===== src/rtl/dualmerge_if.sv =====
// Bundle for the two producer channels and the merged consumer channel of dualmerge.
// slave is the merger's view; master is the view of whatever drives the producers and consumer.
interface dualmerge_if #(
  parameter int WIDTH = 8
);
  logic [WIDTH-1:0] d0;
  logic             d0_valid;
  logic             d0_last;
  logic             d0_ready;
  logic [WIDTH-1:0] d1;
  logic             d1_valid;
  logic             d1_last;
  logic             d1_ready;
  logic [WIDTH-1:0] q;
  logic             q_valid;
  logic             q_last;
  logic             q_msel;
  logic             q_ready;

  modport slave (
    input  d0, d0_valid, d0_last, d1, d1_valid, d1_last, q_ready,
    output d0_ready, d1_ready, q, q_valid, q_last, q_msel
  );

  modport master (
    output d0, d0_valid, d0_last, d1, d1_valid, d1_last, q_ready,
    input  d0_ready, d1_ready, q, q_valid, q_last, q_msel
  );
endinterface


===== src/rtl/dualmerge.sv =====
// Two-to-one round-robin merge with packet lock; one registered output stage, 1-cycle latency.
// Readies follow load = ~q_valid | q_ready, so a stalled consumer stops both producers with no bubble on release.
module dualmerge #(
  parameter int WIDTH = 8
) (
  input logic       clk,
  input logic       rst_n,
  dualmerge_if.slave m
);

  typedef enum logic [1:0] {
    IDLE  = 2'd0,
    LOCK0 = 2'd1,
    LOCK1 = 2'd2
  } state_t;

  state_t           state, state_nxt;
  logic             prio, prio_nxt;
  logic             grant0, grant1;
  logic             load;
  logic             acc0, acc1;
  logic [WIDTH-1:0] q_r;
  logic             q_valid_r;
  logic             q_last_r;
  logic             q_msel_r;

  assign load = ~q_valid_r | m.q_ready;
  // rst_n gate keeps both readies low for the whole reset window
  assign acc0 = load & grant0 & rst_n;
  assign acc1 = load & grant1 & rst_n;

  always_ff @(posedge clk or negedge rst_n) begin
    if (!rst_n) begin
      state <= IDLE;
      prio  <= 1'b0;
    end else begin
      state <= state_nxt;
      prio  <= prio_nxt;
    end
  end

  always_comb begin
    state_nxt = state;
    prio_nxt  = prio;
    grant0    = 1'b0;
    grant1    = 1'b0;
    case (state)
      IDLE: begin
        if (m.d0_valid && m.d1_valid) begin
          grant0 = ~prio;
          grant1 = prio;
        end else begin
          grant0 = m.d0_valid;
          grant1 = m.d1_valid;
        end
      end
      // a locked packet owns the output even while its source is idle
      LOCK0:   grant0 = m.d0_valid;
      LOCK1:   grant1 = m.d1_valid;
      default: state_nxt = IDLE;
    endcase
    if (acc0) begin
      if (m.d0_last) begin
        state_nxt = IDLE;
        prio_nxt  = 1'b1;
      end else begin
        state_nxt = LOCK0;
      end
    end else if (acc1) begin
      if (m.d1_last) begin
        state_nxt = IDLE;
        prio_nxt  = 1'b0;
      end else begin
        state_nxt = LOCK1;
      end
    end
  end

  always_ff @(posedge clk or negedge rst_n) begin
    if (!rst_n) begin
      q_r       <= '0;
      q_valid_r <= 1'b0;
      q_last_r  <= 1'b0;
      q_msel_r  <= 1'b0;
    end else if (load) begin
      if (acc0 || acc1) begin
        q_r       <= acc1 ? m.d1 : m.d0;
        q_last_r  <= acc1 ? m.d1_last : m.d0_last;
        q_msel_r  <= acc1;
        q_valid_r <= 1'b1;
      end else begin
        q_valid_r <= 1'b0;
      end
    end
  end

  assign m.d0_ready = acc0;
  assign m.d1_ready = acc1;
  assign m.q        = q_r;
  assign m.q_valid  = q_valid_r;
  assign m.q_last   = q_last_r;
  assign m.q_msel   = q_msel_r;

endmodule


===== src/flat_wrapper.sv =====
// flat-port wrapper written by rule: the top's interface ports become plain ports
module dualmerge_flat 
#(
  parameter int WIDTH = 8
)
  (clk, rst_n, m_d0, m_d0_valid, m_d0_last, m_d1, m_d1_valid, m_d1_last, m_q_ready, m_d0_ready, m_d1_ready, m_q, m_q_valid, m_q_last, m_q_msel);
  dualmerge_if #(.WIDTH(WIDTH)) m_i ();
  input logic clk;
  input logic rst_n;
  input wire logic [$bits(m_i.d0)-1:0] m_d0;
  input wire logic [$bits(m_i.d0_valid)-1:0] m_d0_valid;
  input wire logic [$bits(m_i.d0_last)-1:0] m_d0_last;
  input wire logic [$bits(m_i.d1)-1:0] m_d1;
  input wire logic [$bits(m_i.d1_valid)-1:0] m_d1_valid;
  input wire logic [$bits(m_i.d1_last)-1:0] m_d1_last;
  input wire logic [$bits(m_i.q_ready)-1:0] m_q_ready;
  output wire logic [$bits(m_i.d0_ready)-1:0] m_d0_ready;
  output wire logic [$bits(m_i.d1_ready)-1:0] m_d1_ready;
  output wire logic [$bits(m_i.q)-1:0] m_q;
  output wire logic [$bits(m_i.q_valid)-1:0] m_q_valid;
  output wire logic [$bits(m_i.q_last)-1:0] m_q_last;
  output wire logic [$bits(m_i.q_msel)-1:0] m_q_msel;
  assign m_i.d0 = m_d0;
  assign m_i.d0_valid = m_d0_valid;
  assign m_i.d0_last = m_d0_last;
  assign m_i.d1 = m_d1;
  assign m_i.d1_valid = m_d1_valid;
  assign m_i.d1_last = m_d1_last;
  assign m_i.q_ready = m_q_ready;
  assign m_d0_ready = m_i.d0_ready;
  assign m_d1_ready = m_i.d1_ready;
  assign m_q = m_i.q;
  assign m_q_valid = m_i.q_valid;
  assign m_q_last = m_i.q_last;
  assign m_q_msel = m_i.q_msel;
  dualmerge #(.WIDTH(WIDTH)) u_core (.clk(clk), .rst_n(rst_n), .m(m_i));
endmodule

===== config.mk =====
export PLATFORM = sky130hd
export DESIGN_NAME = dualmerge_flat
export DESIGN_NICKNAME = d
export VERILOG_FILES = /design/src/rtl/dualmerge_if.sv /design/src/rtl/dualmerge.sv /design/src/flat_wrapper.sv
export SDC_FILE = /design/constraint.sdc
export NUM_CORES = 1
export LEC_CHECK = 0
export BUFFER_PORTS_ARGS = -buffer_cell sky130_fd_sc_hd__buf_4
export CAP_MARGIN = 20
export CORE_ASPECT_RATIO = 0.9
export CORE_UTILIZATION = 37
export CTS_BUF_LIST = sky130_fd_sc_hd__clkbuf_16
export CTS_CLUSTER_DIAMETER = 80
export DETAILED_ROUTE_END_ITERATION = 6
export GPL_TIMING_DRIVEN = 0
export PLACE_DENSITY = 0.78
export SETUP_SLACK_MARGIN = 0.05
export SLEW_MARGIN = 5
export SYNTH_ARGS = -nofsm -noshare
export SYNTH_HDL_FRONTEND = slang
export SYNTH_SLANG_ARGS = --single-unit

===== constraint.sdc =====
create_clock -name clk -period 1.2 [get_ports clk]
set_input_delay 0.12 -clock clk [delete_from_list [all_inputs] [get_ports clk]]
set_output_delay 0.12 -clock clk [all_outputs]
set_load 0.03 [all_outputs]

==> metrics.md <==
| Metric | Value |
|---|---|
| Post-Synth Adder-Cell Area | 0% |
| Mean Syn Cell Area | 9.59 um^2 |
| Synth Area in XOR/XNOR | 0% |
| R2R Path End | u_core.m.q[4] |
| CTS buffer count | 3 |
| WHS | 0.108 ns |
| Pre-antenna DRT Iters | 5 |
| Row cnt | 13 |
| Commonest cells post-synth | nor2_1, dfrtp_1, o22ai_1 |
| VDD IR max | 1760 uV |
| Worst-path fanout max | 3 |
| Worst Tran Pin Value | 0.645 ns |
| GRT overflow | 0 |
| Fmax | roughly 670 MHz |
| GRT Util Overall | 22.0% |
| Max-Cap Viols | 0 |
| 1st-iter DRT viols | 11 |
| WL/cell | ~14 um |
| Die width | roughly 46 um |
| Worst Setup SP | u_core.state[1] |
| Top Ports | 36 |
| Routability cong. | 0.707 |
| DIE HEIGHT | 41.2 um |
| Antenna violations before repair | 0 |
| Flop-to-flop setup slack | -0.24 ns |
| Post-Synth Simple-Gate Area | 23.7% |
| Antenna viol nets, final | 0 |
| Share of the synthesized area in the top cell type | 55.3% |
| WS Path Type | register to output pin |
| Crit end category | output pin |
| Synth Instances | 66 |
| Largest family of logic cells by synthesized area | simple AND/OR/NAND/NOR gates |
| Violated checks | negative setup slack |
| Hold/Removal Path Class | input port to register |
| Hold Path Origin | m_d0[1] |
| Fin. Hold Viols | 0 |
| Clock net sink count | 14 |
| Max transition margin | between 50% and 60% |
| Post-synth EDFFs | 0 |
| Final worst-path cycle share | 125% |
| Final setup fails | 14 |
| Final wirelength | 1.85 mm |
| End point of the critical path | m_d1_ready |
| R2R depth | 6 |
| PnR worst setup slack | -0.298 ns |
| # port buffers | 35 |
| DR vias/cell | approximately 5.0 |
| Clock-pin slew of the registers on the worst-case setup and hold paths | 0.05 ns |
| Setup slack at placement | -0.141 ns |
| Final #Nets | 139 |
| Ant diodes | 0 |
| H-tree levels | 1 |
| Compound-Gate Fraction of Synth Area | 14.2% |
| Clock buffer depth | 2 |
| Startpoint of the worst register-to-register path | u_core.state[1] |
| Die ar. | around 1900 um^2 |
| Slew Viols, Final | 0 |
| Dominant cell type by area after synthesis | dfrtp_1 |
| Ys Warns | 0 |
| Startpoint Class | register |
| Leak | 0.565 nW |
| Clk_lat worst skew | 0.24 ns |
| Final instance area | 1140 um^2 |
| Status | finished with violations |
| Synth top area cells | dfrtp_1, nor2_1, o22ai_1 |
| Root Driver | clkbuf_16 |
| CTS tree | done |
| Initial Utilization | 41.9% |
| Placeable Area | approximately 1500 um^2 |
| Unrepaired setup endpoints after global routing | yes |
| PwrDens | 2570 nW/um^2 |
| Minimum clock period | 1.50 ns |
| Post-DP Area | roughly 960 um^2 |
| Setup Skew | 0.00415 ns |
| Number of global-route vias before repair | 643 |
| Syn nets | 89 |
| Crit path DAT | between 1 and 1.5 ns |
| Post-synthesis sequential area ratio | 55.3% |
| Asr flop ratio synth | 100% |
| DR vias | 679 |
| Fraction of layout cells with a size suffix above 1 | 53.0% |
| Global-route wire length before repair | 2.73 mm |
| Multiplexer area fraction after synthesis | 0% |
| Flop and latch count out of synthesis | 14 |
| Remaining DRCs | 0 |
| Largest net degree at the start of global routing | 15 |
| Netlist Area Pre-Place | about 630 um^2 |
| P&R area growth vs syn | 79.4% |
| DPL Wire Length | 1.15 mm |
| Dominant synthesized flop cell | dfrtp_1 |
| Netlist cell types | 20 |
| Critical Path RT | 1.08 ns |
| Cell with the most instances after synthesis | nor2_1 |
## sequential cells by signal, indices dropped and copies added (netlist names)
signal	flops
u_core.m.q	8
u_core.state	2
u_core.m.q_last	1
u_core.m.q_msel	1
u_core.m.q_valid	1
u_core.prio	1
## layout make-up
type,instances,area [um^2]
buffer,3,33.8
sequential,14,352
clock inverter,1,3.75
tap,22,27.5
fill,112,377
timing repair buffer,45,345
multi-input combinational,44,272
clock buffer,3,75.1
inverter,5,27.5
## worst min-delay path by stage
stage,endpoint,slack [ns],depth (start not counted)
finish,u_core.m.q[1],0.11,3
global route,u_core.m.q[5],0.12,3
CTS,u_core.m.q[1],0.11,3
detailed placement,u_core.m.q_msel,-0.002,1
global placement,u_core.m.q_msel,-0.002,1
floorplan,u_core.m.q[0],-0.18,0
## layout by cell type (no fill, tap or decap), types with 2 or more instances in the layout
| master | synthesis | final |
|---|---|---|
| buf_4 | 1 | 41 |
| nor2_1 | 19 | 18 |
| dfrtp_1 | 14 | 13 |
| o22ai_1 | 8 | 8 |
| buf_6 | 1 | 5 |
| nand4_1 | 3 | 3 |
| clkbuf_16 | 0 | 3 |
| inv_1 | 4 | 2 |
| nand2_1 | 2 | 2 |
## power breakdown
part	internal [mW]	total (mW)	switching [mW]
Sequential	0.697	0.844	0.147
Combinational	0.651	1.45	0.798
Clock	0.440	0.622	0.183
Total	1.79	2.92	1.13
## per-layer routing
metal | share of wire [%] | up-vias | track usage, % | routed length [um]
met3 | 6.5 | 4 | 4.41 | 120
li1 | - | 329 | - | -
met4 | 1.0 | 0 | 13.6 | 19
met1 | 44 | 312 | 27.1 | 818
met5 | 0 | - | 0 | 0
met2 | 48 | 34 | 35.7 | 892
## critical path: stages (launching register included)
cell	delay, ns
dfrtp_1	0.39
or3b_1	0.37
nand4_2	0.10
buf_6	0.12
inv_6	0.03
buf_6	0.12
## per-stage QoR
step	setup TNS, ns	utilization (%)	total power [mW]	instances
CTS	-2.68	74.0	2.87	137
detailed placement	-1.26	63.4	2.08	123
global route	-3.55	75.1	3.06	137
finish	-2.76	75.1	2.92	137
floorplan	-0.275	-	1.61	66
global placement	-0.887	63.4	2.04	123
## cells by family after synthesis
logic type,count (synthesis)
and+or+nand+nor,31
buffers and inverters,8
AOI/OAI and AO/OA,13
DFF,14
## what timing repair did
action / 4_1_cts / 5_1_grt
resized for setup: 3 / 5
setup buffers: 8 / 1
pin swaps: 3 / 4
setup endpoints to repair: 15 / 16
gates cloned: 1 / 0
endpoints found under the hold margin: 14 / 0
hold buffers: 1 / 0
Power figures use the tool's default switching activity.
